$ cat src/rtl/bram_pingpong_ctrl.sv
`default_nettype none
// ============================================================================
// Module  : bram_pingpong_ctrl
// Brief   : Ping-pong sequencer for two bram18 line buffers (byte write, word read).
// Option  : define PPCTRL_OVERFLOW_EN for the sticky write-stall overflow flag
// Rev     : 1.0  initial release
// ============================================================================
module bram_pingpong_ctrl #(
   parameter int AW_A       = 11,
   parameter int AW_B       = 9,
   parameter int LINE_BYTES = 2048
) (
   input  logic            clk,
   input  logic            rst,
   input  logic            start,
   input  logic [7:0]      ext_mem_adr,
   input  logic            pix_valid,
   input  logic [7:0]      pix_data,
   output logic            pix_ready,
   input  logic            rd_req,
   output logic            rd_valid,
   output logic [31:0]     rd_data,
   output logic            ena,
   output logic            enb,
   output logic            wea1,
   output logic            wea2,
   output logic [AW_A-1:0] addra1,
   output logic [AW_A-1:0] addra2,
   output logic [7:0]      dina1,
   output logic [7:0]      dina2,
   output logic [AW_B-1:0] addrb1,
   output logic [AW_B-1:0] addrb2,
   input  logic [31:0]     doutb1,
   input  logic [31:0]     doutb2,
   output logic            busy,
   output logic            frame_done,
   output logic            overflow
);

   localparam logic [AW_A-1:0] WR_LAST = AW_A'(LINE_BYTES - 1);
   localparam logic [AW_B-1:0] RD_LAST = AW_B'(LINE_BYTES / 4 - 1);

   typedef enum logic [2:0] {
      S_IDLE   = 3'd0,
      S_FILL   = 3'd1,
      S_STREAM = 3'd2,
      S_DRAIN  = 3'd3,
      S_DONE   = 3'd4
   } state_t;

   state_t          state_q, state_d;
   logic [7:0]      lines_q, lines_d;
   logic [7:0]      lines_wr_q, lines_wr_d;
   logic [7:0]      lines_rd_q, lines_rd_d;
   logic [AW_A-1:0] wr_ptr_q, wr_ptr_d;
   logic [AW_B-1:0] rd_ptr_q, rd_ptr_d;
   logic [1:0]      full_q, full_d;
   logic            wr_bank_q, wr_bank_d;
   logic            rd_bank_q, rd_bank_d;
   logic            rd_valid_q, rd_valid_d;
   logic            rd_src_q, rd_src_d;
   logic            frame_done_q, frame_done_d;
   logic [AW_A-1:0] addra1_q, addra1_d, addra2_q, addra2_d;
   logic [7:0]      dina1_q, dina1_d, dina2_q, dina2_d;
   logic [AW_B-1:0] addrb1_q, addrb1_d, addrb2_q, addrb2_d;

   logic w_start_ok, w_wr_phase, w_rd_phase, w_ready, w_accept;
   logic w_issue, w_wr_last, w_rd_last, w_frame_last;

   assign w_start_ok   = start && (ext_mem_adr != 8'd0);
   assign w_wr_phase   = (state_q == S_FILL) || (state_q == S_STREAM);
   assign w_rd_phase   = w_wr_phase || (state_q == S_DRAIN);
   assign w_ready      = w_wr_phase && !full_q[wr_bank_q] && (lines_wr_q < lines_q);
   assign w_accept     = pix_valid && w_ready;
   assign w_issue      = w_rd_phase && rd_req && full_q[rd_bank_q];
   assign w_wr_last    = (wr_ptr_q == WR_LAST);
   assign w_rd_last    = (rd_ptr_q == RD_LAST);
   assign w_frame_last = w_issue && w_rd_last && (lines_rd_q == lines_q - 8'd1);

   always_comb begin
      state_d      = state_q;
      lines_d      = lines_q;
      lines_wr_d   = lines_wr_q;
      lines_rd_d   = lines_rd_q;
      wr_ptr_d     = wr_ptr_q;
      rd_ptr_d     = rd_ptr_q;
      full_d       = full_q;
      wr_bank_d    = wr_bank_q;
      rd_bank_d    = rd_bank_q;
      rd_valid_d   = w_issue;
      rd_src_d     = w_issue ? rd_bank_q : rd_src_q;
      frame_done_d = w_frame_last;
      // Idle BRAM ports keep presenting their last address/data.
      addra1_d     = (w_accept && !wr_bank_q) ? wr_ptr_q : addra1_q;
      addra2_d     = (w_accept &&  wr_bank_q) ? wr_ptr_q : addra2_q;
      dina1_d      = (w_accept && !wr_bank_q) ? pix_data : dina1_q;
      dina2_d      = (w_accept &&  wr_bank_q) ? pix_data : dina2_q;
      addrb1_d     = (w_issue  && !rd_bank_q) ? rd_ptr_q : addrb1_q;
      addrb2_d     = (w_issue  &&  rd_bank_q) ? rd_ptr_q : addrb2_q;

      case (state_q)
         S_IDLE: begin
            if (w_start_ok) begin
               state_d    = S_FILL;
               lines_d    = ext_mem_adr;
               lines_wr_d = 8'd0;
               lines_rd_d = 8'd0;
               wr_ptr_d   = '0;
               rd_ptr_d   = '0;
               full_d     = 2'b00;
               wr_bank_d  = 1'b0;
               rd_bank_d  = 1'b0;
            end
         end
         S_FILL: begin
            if (w_accept && w_wr_last) state_d = S_STREAM;
         end
         S_STREAM: begin
            if (w_frame_last)                state_d = S_DONE;
            else if (lines_wr_q == lines_q)  state_d = S_DRAIN;
         end
         S_DRAIN: begin
            if (w_frame_last) state_d = S_DONE;
         end
         S_DONE:  state_d = S_IDLE;
         default: state_d = S_IDLE;
      endcase

      // Write and read always target different banks, so both updates may coexist.
      if (w_accept) begin
         if (w_wr_last) begin
            wr_ptr_d          = '0;
            full_d[wr_bank_q] = 1'b1;
            lines_wr_d        = lines_wr_q + 8'd1;
            wr_bank_d         = !wr_bank_q;
         end else begin
            wr_ptr_d = wr_ptr_q + 1'b1;
         end
      end

      if (w_issue) begin
         if (w_rd_last) begin
            rd_ptr_d          = '0;
            full_d[rd_bank_q] = 1'b0;
            lines_rd_d        = lines_rd_q + 8'd1;
            rd_bank_d         = !rd_bank_q;
         end else begin
            rd_ptr_d = rd_ptr_q + 1'b1;
         end
      end
   end

   always_ff @(posedge clk) begin
      if (rst) begin
         state_q      <= S_IDLE;
         lines_q      <= 8'd0;
         lines_wr_q   <= 8'd0;
         lines_rd_q   <= 8'd0;
         wr_ptr_q     <= '0;
         rd_ptr_q     <= '0;
         full_q       <= 2'b00;
         wr_bank_q    <= 1'b0;
         rd_bank_q    <= 1'b0;
         rd_valid_q   <= 1'b0;
         rd_src_q     <= 1'b0;
         frame_done_q <= 1'b0;
         addra1_q     <= '0;
         addra2_q     <= '0;
         dina1_q      <= 8'd0;
         dina2_q      <= 8'd0;
         addrb1_q     <= '0;
         addrb2_q     <= '0;
      end else begin
         state_q      <= state_d;
         lines_q      <= lines_d;
         lines_wr_q   <= lines_wr_d;
         lines_rd_q   <= lines_rd_d;
         wr_ptr_q     <= wr_ptr_d;
         rd_ptr_q     <= rd_ptr_d;
         full_q       <= full_d;
         wr_bank_q    <= wr_bank_d;
         rd_bank_q    <= rd_bank_d;
         rd_valid_q   <= rd_valid_d;
         rd_src_q     <= rd_src_d;
         frame_done_q <= frame_done_d;
         addra1_q     <= addra1_d;
         addra2_q     <= addra2_d;
         dina1_q      <= dina1_d;
         dina2_q      <= dina2_d;
         addrb1_q     <= addrb1_d;
         addrb2_q     <= addrb2_d;
      end
   end

`ifdef PPCTRL_OVERFLOW_EN
   logic overflow_q;

   always_ff @(posedge clk) begin
      if (rst) begin
         overflow_q <= 1'b0;
      end else if ((state_q == S_IDLE) && w_start_ok) begin
         overflow_q <= 1'b0;
      end else if (w_wr_phase && pix_valid && !w_ready) begin
         overflow_q <= 1'b1;
      end
   end

   assign overflow = overflow_q;
`else
   assign overflow = 1'b0;
`endif

   assign pix_ready  = w_ready;
   assign wea1       = w_accept && !wr_bank_q;
   assign wea2       = w_accept &&  wr_bank_q;
   assign addra1     = addra1_d;
   assign addra2     = addra2_d;
   assign dina1      = dina1_d;
   assign dina2      = dina2_d;
   assign addrb1     = addrb1_d;
   assign addrb2     = addrb2_d;
   assign busy       = (state_q != S_IDLE);
   assign ena        = (state_q != S_IDLE);
   assign enb        = (state_q != S_IDLE);
   assign rd_valid   = rd_valid_q;
   assign rd_data    = !rd_valid_q ? 32'd0 : (rd_src_q ? doutb2 : doutb1);
   assign frame_done = frame_done_q;

endmodule
`default_nettype wire

$ cat config.mk
export PLATFORM = sky130hd
export DESIGN_NAME = bram_pingpong_ctrl
export DESIGN_NICKNAME = d
export VERILOG_FILES = /design/src/rtl/bram_pingpong_ctrl.sv
export SDC_FILE = /design/constraint.sdc
export NUM_CORES = 1
export LEC_CHECK = 0
export BUFFER_PORTS_ARGS = -buffer_cell sky130_fd_sc_hd__buf_2
export CAP_MARGIN = 30
export CORE_MARGIN = 2
export CORE_UTILIZATION = 45
export DETAILED_ROUTE_END_ITERATION = 12
export PLACE_DENSITY = 0.8
export SLEW_MARGIN = 20
export SYNTH_ARGS = -nofsm -noshare
export SYNTH_HDL_FRONTEND = slang
export SYNTH_SLANG_ARGS = --single-unit
$ cat constraint.sdc
create_clock -name clk -period 5.3 [get_ports clk]
set_clock_uncertainty 0.15 [all_clocks]
set_input_delay 0.53 -clock clk [delete_from_list [all_inputs] [get_ports clk]]
set_output_delay 0.53 -clock clk [all_outputs]
set_load 0.005 [all_outputs]
==> impl_metrics.json, run 1 <==
{
  "status": "complete, no violations",
  "p_sw_uw": 433,
  "min_delay_worst_endpoint": "lines_q[0]",
  "hpwlAfterDp_um": 10300,
  "cp-end-kind": "output pin",
  "r2r-end": "dina1_q[7]",
  "yosysWarnings": 0,
  "max-slew-margin-rel_pct": 39.4,
  "clk_pin_slew_worst_paths_ps": 70,
  "ys_types": 54,
  "diodes": 0,
  "arrival_ps": 3340,
  "setup_ws_ps": 1280,
  "final_common_cell": "buf_2",
  "worstMarginPinSlew_ps": 907,
  "drt_wl_total_um": 13800,
  "chipWidth_um": 118,
  "fin_crit_ps": 4020,
  "post-cts-setup-buffers": 0,
  "first_global_vias": 4744,
  "ir_drop_mv": 0.145,
  "leakage_uw": 0.00324,
  "core_area_mm2": 0.0127,
  "finalHoldViolCount": 0,
  "grt_max_degree": 41,
  "antenna_found_initial": 0,
  "layout-drive-gt1-share_pct": 33.8,
  "critPathKind": "register to output pin",
  "worstSetupStartpointType": "register",
  "drc": 0,
  "wire_per_inst_um": 14.1,
  "clk_latency_ps": 350,
  "drv_slew": 0,
  "min_path_cells": 3,
  "place_congestion": 0.807,
  "synth_fp_nets": 741,
  "sequentialPowerShare_pct": 50.3,
  "vias": 5063,
  "synth_seq_area_share_pct": 37.5,
  "grt_remaining_overflow": 0,
  "min_from": "ext_mem_adr[0]",
  "rsz0062_at_grt": "no",
  "fp-row-count": 41,
  "vias_per_cell": 5.17,
  "fin_crit_sh_pct": 75.8,
  "required_ps": 4620,
  "cts_buffers": 9,
  "synth-main-ff-cell": "dfxtp_1",
  "drt_iter0_markers": 200,
  "grt_pass1_wl_um": 22900,
  "start_util_pct": 46.3,
  "io_pins": 182,
  "powerDensity_mw_per_mm2": 233,
  "port_buffers": 180,
  "root_buffer": "clkbuf_16",
  "cts_buffer_depth": 2,
  "grtUsageTotal_pct": 19.8,
  "avgSynthCellArea_um2": 9.14,
  "setup_viol": 0,
  "r2r_setup_slack_ps": 2050,
  "first_pass_iters": 4,
  "clock_sinks": 110,
  "die_area_mm2": 0.0140,
  "synth_edf_count": 0,
  "ys_seq_elements": 110,
  "cts_tree": "done",
  "r2r_cells": 9,
  "cts_resized": 0,
  "r2r-start": "lines_q[5]",
  "setup_tns_ps": 0,
  "path_max_fanout": 14,
  "synth_async_sr_flop_share_pct": 0,
  "hp-class": "input pin to register",
  "dp_slack_ps": 1660,
  "syn-cell-area_mm2": 0.00587,
  "area_delta_synth_final_pct": 22.4,
  "p_int_uw": 1240,
  "ctsHoldBuffers": 0,
  "switching_share_pct": 25.9,
  "fin_nets": 901,
  "p_clk_share_pct": 39.1,
  "drv_cap": 0,
  "h-tree-depth": 3,
  "fp.dieH_um": 118,
  "antenna_left": 0,
  "pwr-share-comb_pct": 10.6,
  "netlist_instances": 642,
  "final_cell_mix": "buf_2 (181), dfxtp_1 (109), nor2b_1 (74), nand2_1 (43), nor2_1 (39)",
  "timing.fmax_mhz": 249,
  "whs_ps": 276
}
## Yosys cell counts, types with 2 or more instances
cell      instances  area (µm²)
dfxtp_1         110        2200
inv_1            14        52.6
nand4b_1          2        17.5
o21ai_0          18        90.1
clkbuf_1         27         101
xnor2_1           8        70.1
nor2b_1          74         463
nand2_1          43         161
a31oi_1           8        50.1
nand4_1           7        43.8
o211ai_1          3        22.5
o41ai_1           2        17.5
nor3_2            3        30.0
nor2_1           39         146
nand2b_1          3        18.8
mux2_4           18         270
a22oi_1           3        22.5
nand3b_1          8        60.1
buf_2             6        30.0
nor3_4            2        32.5
xor2_1            6        52.6
mux2i_1          36         360
a21oi_1          34         170
or2_2             2        12.5
ha_1             14         175
buf_6             3        33.8
and3_1           12        75.1
or3_1             3        18.8
a211oi_1          6        45.0
buf_4             3        22.5
and4_1            4        35.0
nor3_1           10        50.1
and2b_1          18         135
nand3_1          30         150
nor4_1            7        43.8
mux2_2           38         428
## area by class of cell
type / instances / area, µm²
flip-flops and latches: 110 / 2200
well taps: 172 / 215
fillers: 1140 / 5480
inverters: 14 / 52.6
clock inverters: 7 / 66.3
multi-input cells: 479 / 3430
clock buffers: 9 / 225
repair buffers: 188 / 991
## power by group through the flow
| stage | Clock [µW] | Sequential [µW] | Combinational (µW) |
|---|---|---|---|
| final | 654 | 843 | 178 |
| after global routing | 702 | 844 | 199 |
| after CTS | 669 | 843 | 178 |
| after detailed placement | 0 | 862 | 178 |
| after global placement | 0 | 862 | 173 |
| after floorplan | 0 | 859 | 117 |
## worst max-delay path, cell delays in order, from the launching register on
cell	delay, ps
dfxtp_1	400
inv_1	60
ha_1	300
a211oi_1	260
o21ai_0	170
or2_1	400
nor3_4	500
buf_4	370
mux2_2	390
buf_2	130
## registers in the layout, summed over array words and instances, names as in the netlist, 2 cells and up
| signal | flops |
|---|---|
| rd_ptr_q | 9 |
| addra1_q | 11 |
| wr_ptr_q | 11 |
| dina1_q | 8 |
| lines_rd_q | 8 |
| lines_q | 8 |
| addra2_q | 11 |
| addrb2_q | 9 |
| full_q | 2 |
| addrb1_q | 9 |
| lines_wr_q | 8 |
| dina2_q | 8 |
| state_q | 3 |
## per-stage QoR
stage                     area, µm²  util (%)  total power [µW]  instances
after floorplan                5870         -               976        642
after global placement         6840      53.9              1030        959
after detailed placement       6880      54.3              1040        962
after CTS                      7170      56.6              1690        978
after global routing           7190      56.7              1750        979
final                          7190      56.7              1670        979
## metal layers
| metal | global-route usage [%] | routed length (µm) |
|---|---|---|
| met1 | 23.4 | 5790 |
| met2 | 35.0 | 6870 |
| met3 | 4.87 | 999 |
| met4 | 6.10 | 161 |
| met5 | 0 | 0 |
## worst max-delay path by stage
stage / start / to / cells past startpoint
2_1_floorplan: lines_q[4] / addra1[0] / 10
3_3_place_gp: lines_q[5] / addra2[3] / 8
3_5_place_dp: lines_q[5] / dina1[7] / 9
4_1_cts: lines_q[5] / dina1[7] / 9
5_1_grt: lines_q[5] / dina1[7] / 9
6_report: lines_q[5] / dina1[7] / 9
## cell families (layout without fill, tap and decap cells)
logic type | count (synthesis) | count (layout) | share of synthesized area (%)
buffers and inverters | 53 | 218 | 4.09
multiplexers | 94 | 94 | 18.5
flip-flops | 110 | 110 | 37.5
AND/OR/NAND/NOR | 274 | 274 | 26.5
AO/OA/AOI/OAI | 82 | 82 | 8.25
XOR/XNOR | 14 | 14 | 2.09
adder cells (fa/ha/maj) | 14 | 14 | 2.98
other | 1 | 1 | 0.0639
(Power assumes the default switching activity.)
==> run 2: changes to the inputs <==
--- a/config.mk
+++ b/config.mk
@@ -10,7 +10,7 @@
 export CORE_MARGIN = 2
 export CORE_UTILIZATION = 45
 export DETAILED_ROUTE_END_ITERATION = 12
-export PLACE_DENSITY = 0.8
+export PLACE_DENSITY = 0.82
 export SLEW_MARGIN = 20
 export SYNTH_ARGS = -nofsm -noshare
 export SYNTH_HDL_FRONTEND = slang
==> constraint.sdc (replaced) <==
create_clock -name clk -period 3.2 [get_ports clk]
set_clock_uncertainty 0.15 [all_clocks]
set_input_delay 0.32 -clock clk [delete_from_list [all_inputs] [get_ports clk]]
set_output_delay 0.32 -clock clk [all_outputs]
set_load 0.005 [all_outputs]
==> run 2 against run 1 <==
Net effect:
- total power grew 72%
- largest cell class unchanged
- clock power up 74%
- wire length up 6.6%
- worst hold slack got worse by 210 ps
- sequential cell count stayed put
==> impl_metrics.json, run 2 (same netlist as run 1, synthesis figures left out) <==
{
  "status": "complete, no violations",
  "wl_met2_um": 7160,
  "top_layer_used": "met4",
  "die_area_mm2": 0.0140,
  "place_area_mm2": 0.00693,
  "cp.buffers_inverters": 4,
  "layout-drive-gt1-share_pct": 35.8,
  "critPathMaxStageDelay_ps": 370,
  "wire_per_inst_um": 14.8,
  "timing.fmax_mhz": 322,
  "fin_crit_sh_pct": 96.9,
  "ctsHoldBuffers": 0,
  "fp-row-count": 41,
  "wl_met3_um": 1030,
  "cts_buffers": 9,
  "drv_slew": 0,
  "final_common_cell": "buf_2",
  "h-tree-depth": 3,
  "path_max_fanout": 7,
  "drv_cap": 0,
  "fin_util_pct": 58.2,
  "start_util_pct": 46.3,
  "crit_chain": "inv_1 -> ha_1 -> o21ai_2 -> o21ai_2 -> or2_4 -> nor3_4 -> buf_4 -> buf_12 -> mux2_2 -> buf_2",
  "path_delay_family": "buffers and inverters",
  "first_global_vias": 4657,
  "required_ps": 2730,
  "fp.dieH_um": 118,
  "area_delta_synth_final_pct": 25.6,
  "fin_crit_ps": 3100,
  "final_cell_mix": "buf_2 (180), dfxtp_1 (107), nor2b_1 (74), nand2_1 (43), nor2_1 (39)",
  "core_area_mm2": 0.0127,
  "arrival_ps": 2630,
  "vias": 5177,
  "clk_pin_slew_worst_paths_ps": 70,
  "cts_buffer_depth": 2,
  "fill_cells": 1105,
  "fin_nets": 915,
  "met1_length_um": 6220,
  "grt_max_degree": 45,
  "max-slew-margin-rel_pct": 42.2,
  "hp-class": "input pin to register",
  "leakage_uw": 0.00333,
  "crit_top_cell": "o21ai_2",
  "top_regs": "addra1_q x11, addra2_q x11, wr_ptr_q x11",
  "chipWidth_um": 118,
  "cts_tree": "done",
  "grtUsageTotal_pct": 20.4,
  "hpwlAfterDp_um": 11000,
  "ir_drop_mv": 0.431,
  "cp_slowest_cell": "dfxtp_1",
  "io_pins": 182,
  "place_congestion": 0.838,
  "drt_iter0_markers": 187,
  "antenna_left": 0,
  "first_pass_iters": 4,
  "cp-end-kind": "output pin",
  "drt_wl_total_um": 14700,
  "grt_pass1_wl_um": 23200,
  "root_buffer": "clkbuf_16",
  "grt_remaining_overflow": 0,
  "setup_tns_ps": 0,
  "finalHoldViolCount": 0,
  "vias_per_cell": 5.21,
  "post-route-cell-area_mm2": 0.00737,
  "port_buffers": 180,
  "worstMarginPinSlew_ps": 867,
  "worstSetupStartpointType": "register",
  "whs_ps": 65.2,
  "setup_viol": 0,
  "dp_slack_ps": 341,
  "clk_latency_ps": 350,
  "setup_ws_ps": 97.9,
  "drc": 0,
  "powerDensity_mw_per_mm2": 391,
  "clock_sinks": 110,
  "antenna_found_initial": 1,
  "critPathKind": "register to output pin"
}
run 2: layout make-up:
class,count,area (µm²),share of cell area (%)
multi-input combinational,479,3470,47.1
sequential,110,2210,30.0
timing repair buffer,202,1110,15.1
clock buffer,11,243,3.29
tap,172,215,2.92
clock inverter,5,63.8,0.866
inverter,14,52.6,0.713
antenna,1,2.50,0.0340
run 2: worst reg2reg max path: stages (launching register included):
cell and delay, ps:
dfxtp_1 400, ha_1 200, and3_1 200, and3_1 210, and3_1 170, ha_1 180, inv_1 80, nor4_4 290
and3_1 230, and4_1 210, mux2_2 330, nor2_1 80
run 2: final timing paths:
check,start,endpoint,slack (ps),cells after the start
worst max-delay path,lines_q[6],dina1[7],100,10
worst min-delay path,ext_mem_adr[6],lines_q[6],70,3
worst max register to register,rd_ptr_q[0],lines_rd_q[5],410,11
worst min register to register,lines_q[1],lines_q[1],330,2
run 2: power by group:
group | internal, µW | total, µW | switching [µW] | leakage (µW)
registers | 1380 | 1400 | 14.5 | 0.000889
clock network | 637 | 1140 | 506 | 0.000147
logic | 160 | 339 | 179 | 0.00229
run 2: through the flow:
step	std cells	total power [µW]
6_report	994	2880
5_1_grt	994	3000
4_1_cts	986	2880
3_5_place_dp	970	1730
3_3_place_gp	970	1730
2_1_floorplan	642	1620
run 2: layer usage:
metal | up-vias | GRT usage [%]
li1 | 2582 | -
met1 | 2407 | 24.6
met2 | 166 | 34.6
met4 | 0 | 6.33
met5 | - | 0
met3 | 22 | 6.61
run 2: what timing repair did:
item | 4_1_cts | 5_1_grt
resized for setup | 1 | 15
pin swaps | 0 | 6
cloned | 0 | 1
buffers inserted | 0 | 6
setup endpoints to repair | 8 | 38
==> run 3: changes to the inputs <==
--- a/config.mk
+++ b/config.mk
@@ -10,7 +10,9 @@
 export CORE_MARGIN = 2
 export CORE_UTILIZATION = 45
 export DETAILED_ROUTE_END_ITERATION = 12
+export GPL_TIMING_DRIVEN = 0
 export PLACE_DENSITY = 0.82
+export RECOVER_POWER = 50
 export SLEW_MARGIN = 20
 export SYNTH_ARGS = -nofsm -noshare
 export SYNTH_HDL_FRONTEND = slang
==> run 3 against run 2 <==
Net effect:
- combinational power is 7.7% higher
- sequential cell count stayed put
- non-clock buffer count is 40 higher
- clock-buffer cell count is 2 lower
- core utilization is 1.9 points higher
- maximum frequency is 0.38% lower
- largest cell class unchanged
==> impl_metrics.json, run 3 (same netlist as run 1, synthesis figures left out) <==
{
  "p_clk_share_pct": 40.2,
  "start_util_pct": 46.3,
  "io_pins": 182,
  "p_sw_uw": 772,
  "leakage_uw": 0.00341,
  "core_area_mm2": 0.0127,
  "antenna_left": 0,
  "ctsHoldBuffers": 0,
  "place_area_mm2": 0.00699,
  "cts_buffers": 9,
  "drt_iter0_markers": 373,
  "final_cell_mix": "buf_2 (177), dfxtp_1 (102), nor2b_1 (74), nand2_1 (43), nor2_1 (39)",
  "sequentialPowerShare_pct": 47.4,
  "switching_share_pct": 26.2,
  "setup_ws_ps": 86.0,
  "grt_max_degree": 21,
  "fin_nets": 955,
  "setup_tns_ps": 0,
  "worstSetupStartpointType": "register",
  "hp-class": "input pin to register",
  "place_congestion": 0.873,
  "top_regs": "addra1_q x11, addra2_q x11, wr_ptr_q x11",
  "clk_latency_ps": 360,
  "grtUsageTotal_pct": 23.5,
  "status": "complete, no violations",
  "powerDensity_mw_per_mm2": 387,
  "root_buffer": "clkbuf_16",
  "min_path_cells": 3,
  "r2r_cells": 11,
  "clk_pin_slew_worst_paths_ps": 70,
  "drv_cap": 0,
  "r2r-start": "rd_ptr_q[0]",
  "required_ps": 2730,
  "grt_pass1_wl_um": 26400,
  "fin_util_pct": 60.1,
  "worstMarginPinSlew_ps": 823,
  "h-tree-depth": 3,
  "hpwlAfterDp_um": 11800,
  "antenna_found_initial": 0,
  "cp-end-kind": "output pin",
  "post-route-cell-area_mm2": 0.00762,
  "vias_per_cell": 5.38,
  "path_max_fanout": 5,
  "first_pass_iters": 5,
  "fin_crit_sh_pct": 97.3,
  "die_area_mm2": 0.0140,
  "grt_remaining_overflow": 0,
  "drt_wl_total_um": 16900,
  "first_global_vias": 5197,
  "critPathKind": "register to output pin",
  "clock_sinks": 110,
  "vias": 5562,
  "final_common_cell": "buf_2",
  "p_int_uw": 2170,
  "chipWidth_um": 118,
  "layout-drive-gt1-share_pct": 35.5,
  "min_from": "ext_mem_adr[3]",
  "max-slew-margin-rel_pct": 44.7,
  "diodes": 0,
  "drc": 0,
  "startpoint": "lines_wr_q[1]",
  "ir_drop_mv": 0.324,
  "crit_chain": "ha_4 -> nor2b_1 -> o211ai_1 -> buf_4 -> a21oi_4 -> nor3_4 -> buf_6 -> bufbuf_16 -> mux2_4 -> buf_2",
  "area_delta_synth_final_pct": 29.8,
  "cp_slowest_cell": "dfxtp_1",
  "setup_viol": 0,
  "fin_crit_ps": 3110,
  "dp_slack_ps": 64.1,
  "drv_slew": 0,
  "port_buffers": 179,
  "wire_per_inst_um": 16.4,
  "pwr-share-comb_pct": 12.4,
  "cts_tree": "done",
  "timing.fmax_mhz": 321,
  "arrival_ps": 2640,
  "fp.dieH_um": 118,
  "cts_buffer_depth": 2,
  "finalHoldViolCount": 0,
  "fp-row-count": 41,
  "critPathMaxStageDelay_ps": 470
}
[run 3: cell count changes in the layout (fill, tap and decap cells not counted), moves of 3 or more]
| cell | delta |
|---|---|
| clkbuf_1 | +33 |
| buf_4 | +6 |
| dfxtp_1 | -5 |
| dfxtp_2 | +4 |
| mux2_1 | +4 |
| mux2_2 | -4 |
| buf_2 | -3 |
| ha_1 | -3 |
[run 3: area by class of cell]
cell class	count	area [µm²]
fillers	1118	5050
inverters	14	55.1
multi-input cells	479	3510
flip-flops and latches	110	2220
repair buffers	205	1110
plain buffers	37	188
clock buffers	9	225
well taps	172	215
clock inverters	7	95.1
[run 3: path summary, 6_finish.rpt]
path	endpoint	slack, ps
setup reg to reg	lines_rd_q[5]	300
setup / recovery	dina1[4]	90
hold / removal	lines_q[3]	50
hold reg to reg	lines_q[1]	330
[run 3: repair_timing]
item / 4_1_cts / 5_1_grt
resized for setup: 19 / 22
pin swaps: 7 / 9
setup endpoints to repair: 37 / 39
cloned: 2 / 0
buffers inserted: 20 / 4
[run 3: worst max-delay path, delay by kind of cell (launching register included)]
family | cells | cell delay (ps)
buffers and inverters | 4 | 700
flip-flops | 1 | 470
AND/OR/NAND/NOR | 2 | 330
multiplexers | 1 | 300
adder cells (fa/ha/maj) | 1 | 250
AO/OA/AOI/OAI | 2 | 240
[run 3: power groups by stage]
stage | combinational [µW] | clock (µW) | sequential [µW]
2_1_floorplan | 193 | 0 | 1420
3_3_place_gp | 309 | 0 | 1430
3_5_place_dp | 315 | 0 | 1430
4_1_cts | 353 | 1200 | 1400
5_1_grt | 392 | 1260 | 1400
6_report | 365 | 1190 | 1400
[run 3: metal layers]
metal  share of wire [%]  up-vias  GRT usage (%)
li1                    -     2668              -
met1                  41     2620           27.6
met2                  50      240           41.4
met3                 7.4       34           5.21
met4                 2.3        0           9.11
met5                   0        -              0
[run 3: through the flow]
step           hold WS, ps  cells  total power (µW)
4_1_cts               45.4   1031              2950
3_5_place_dp           332    994              1740
5_1_grt               61.1   1033              3050
3_3_place_gp           318    993              1740
6_report              51.4   1033              2950
2_1_floorplan          299    642              1620
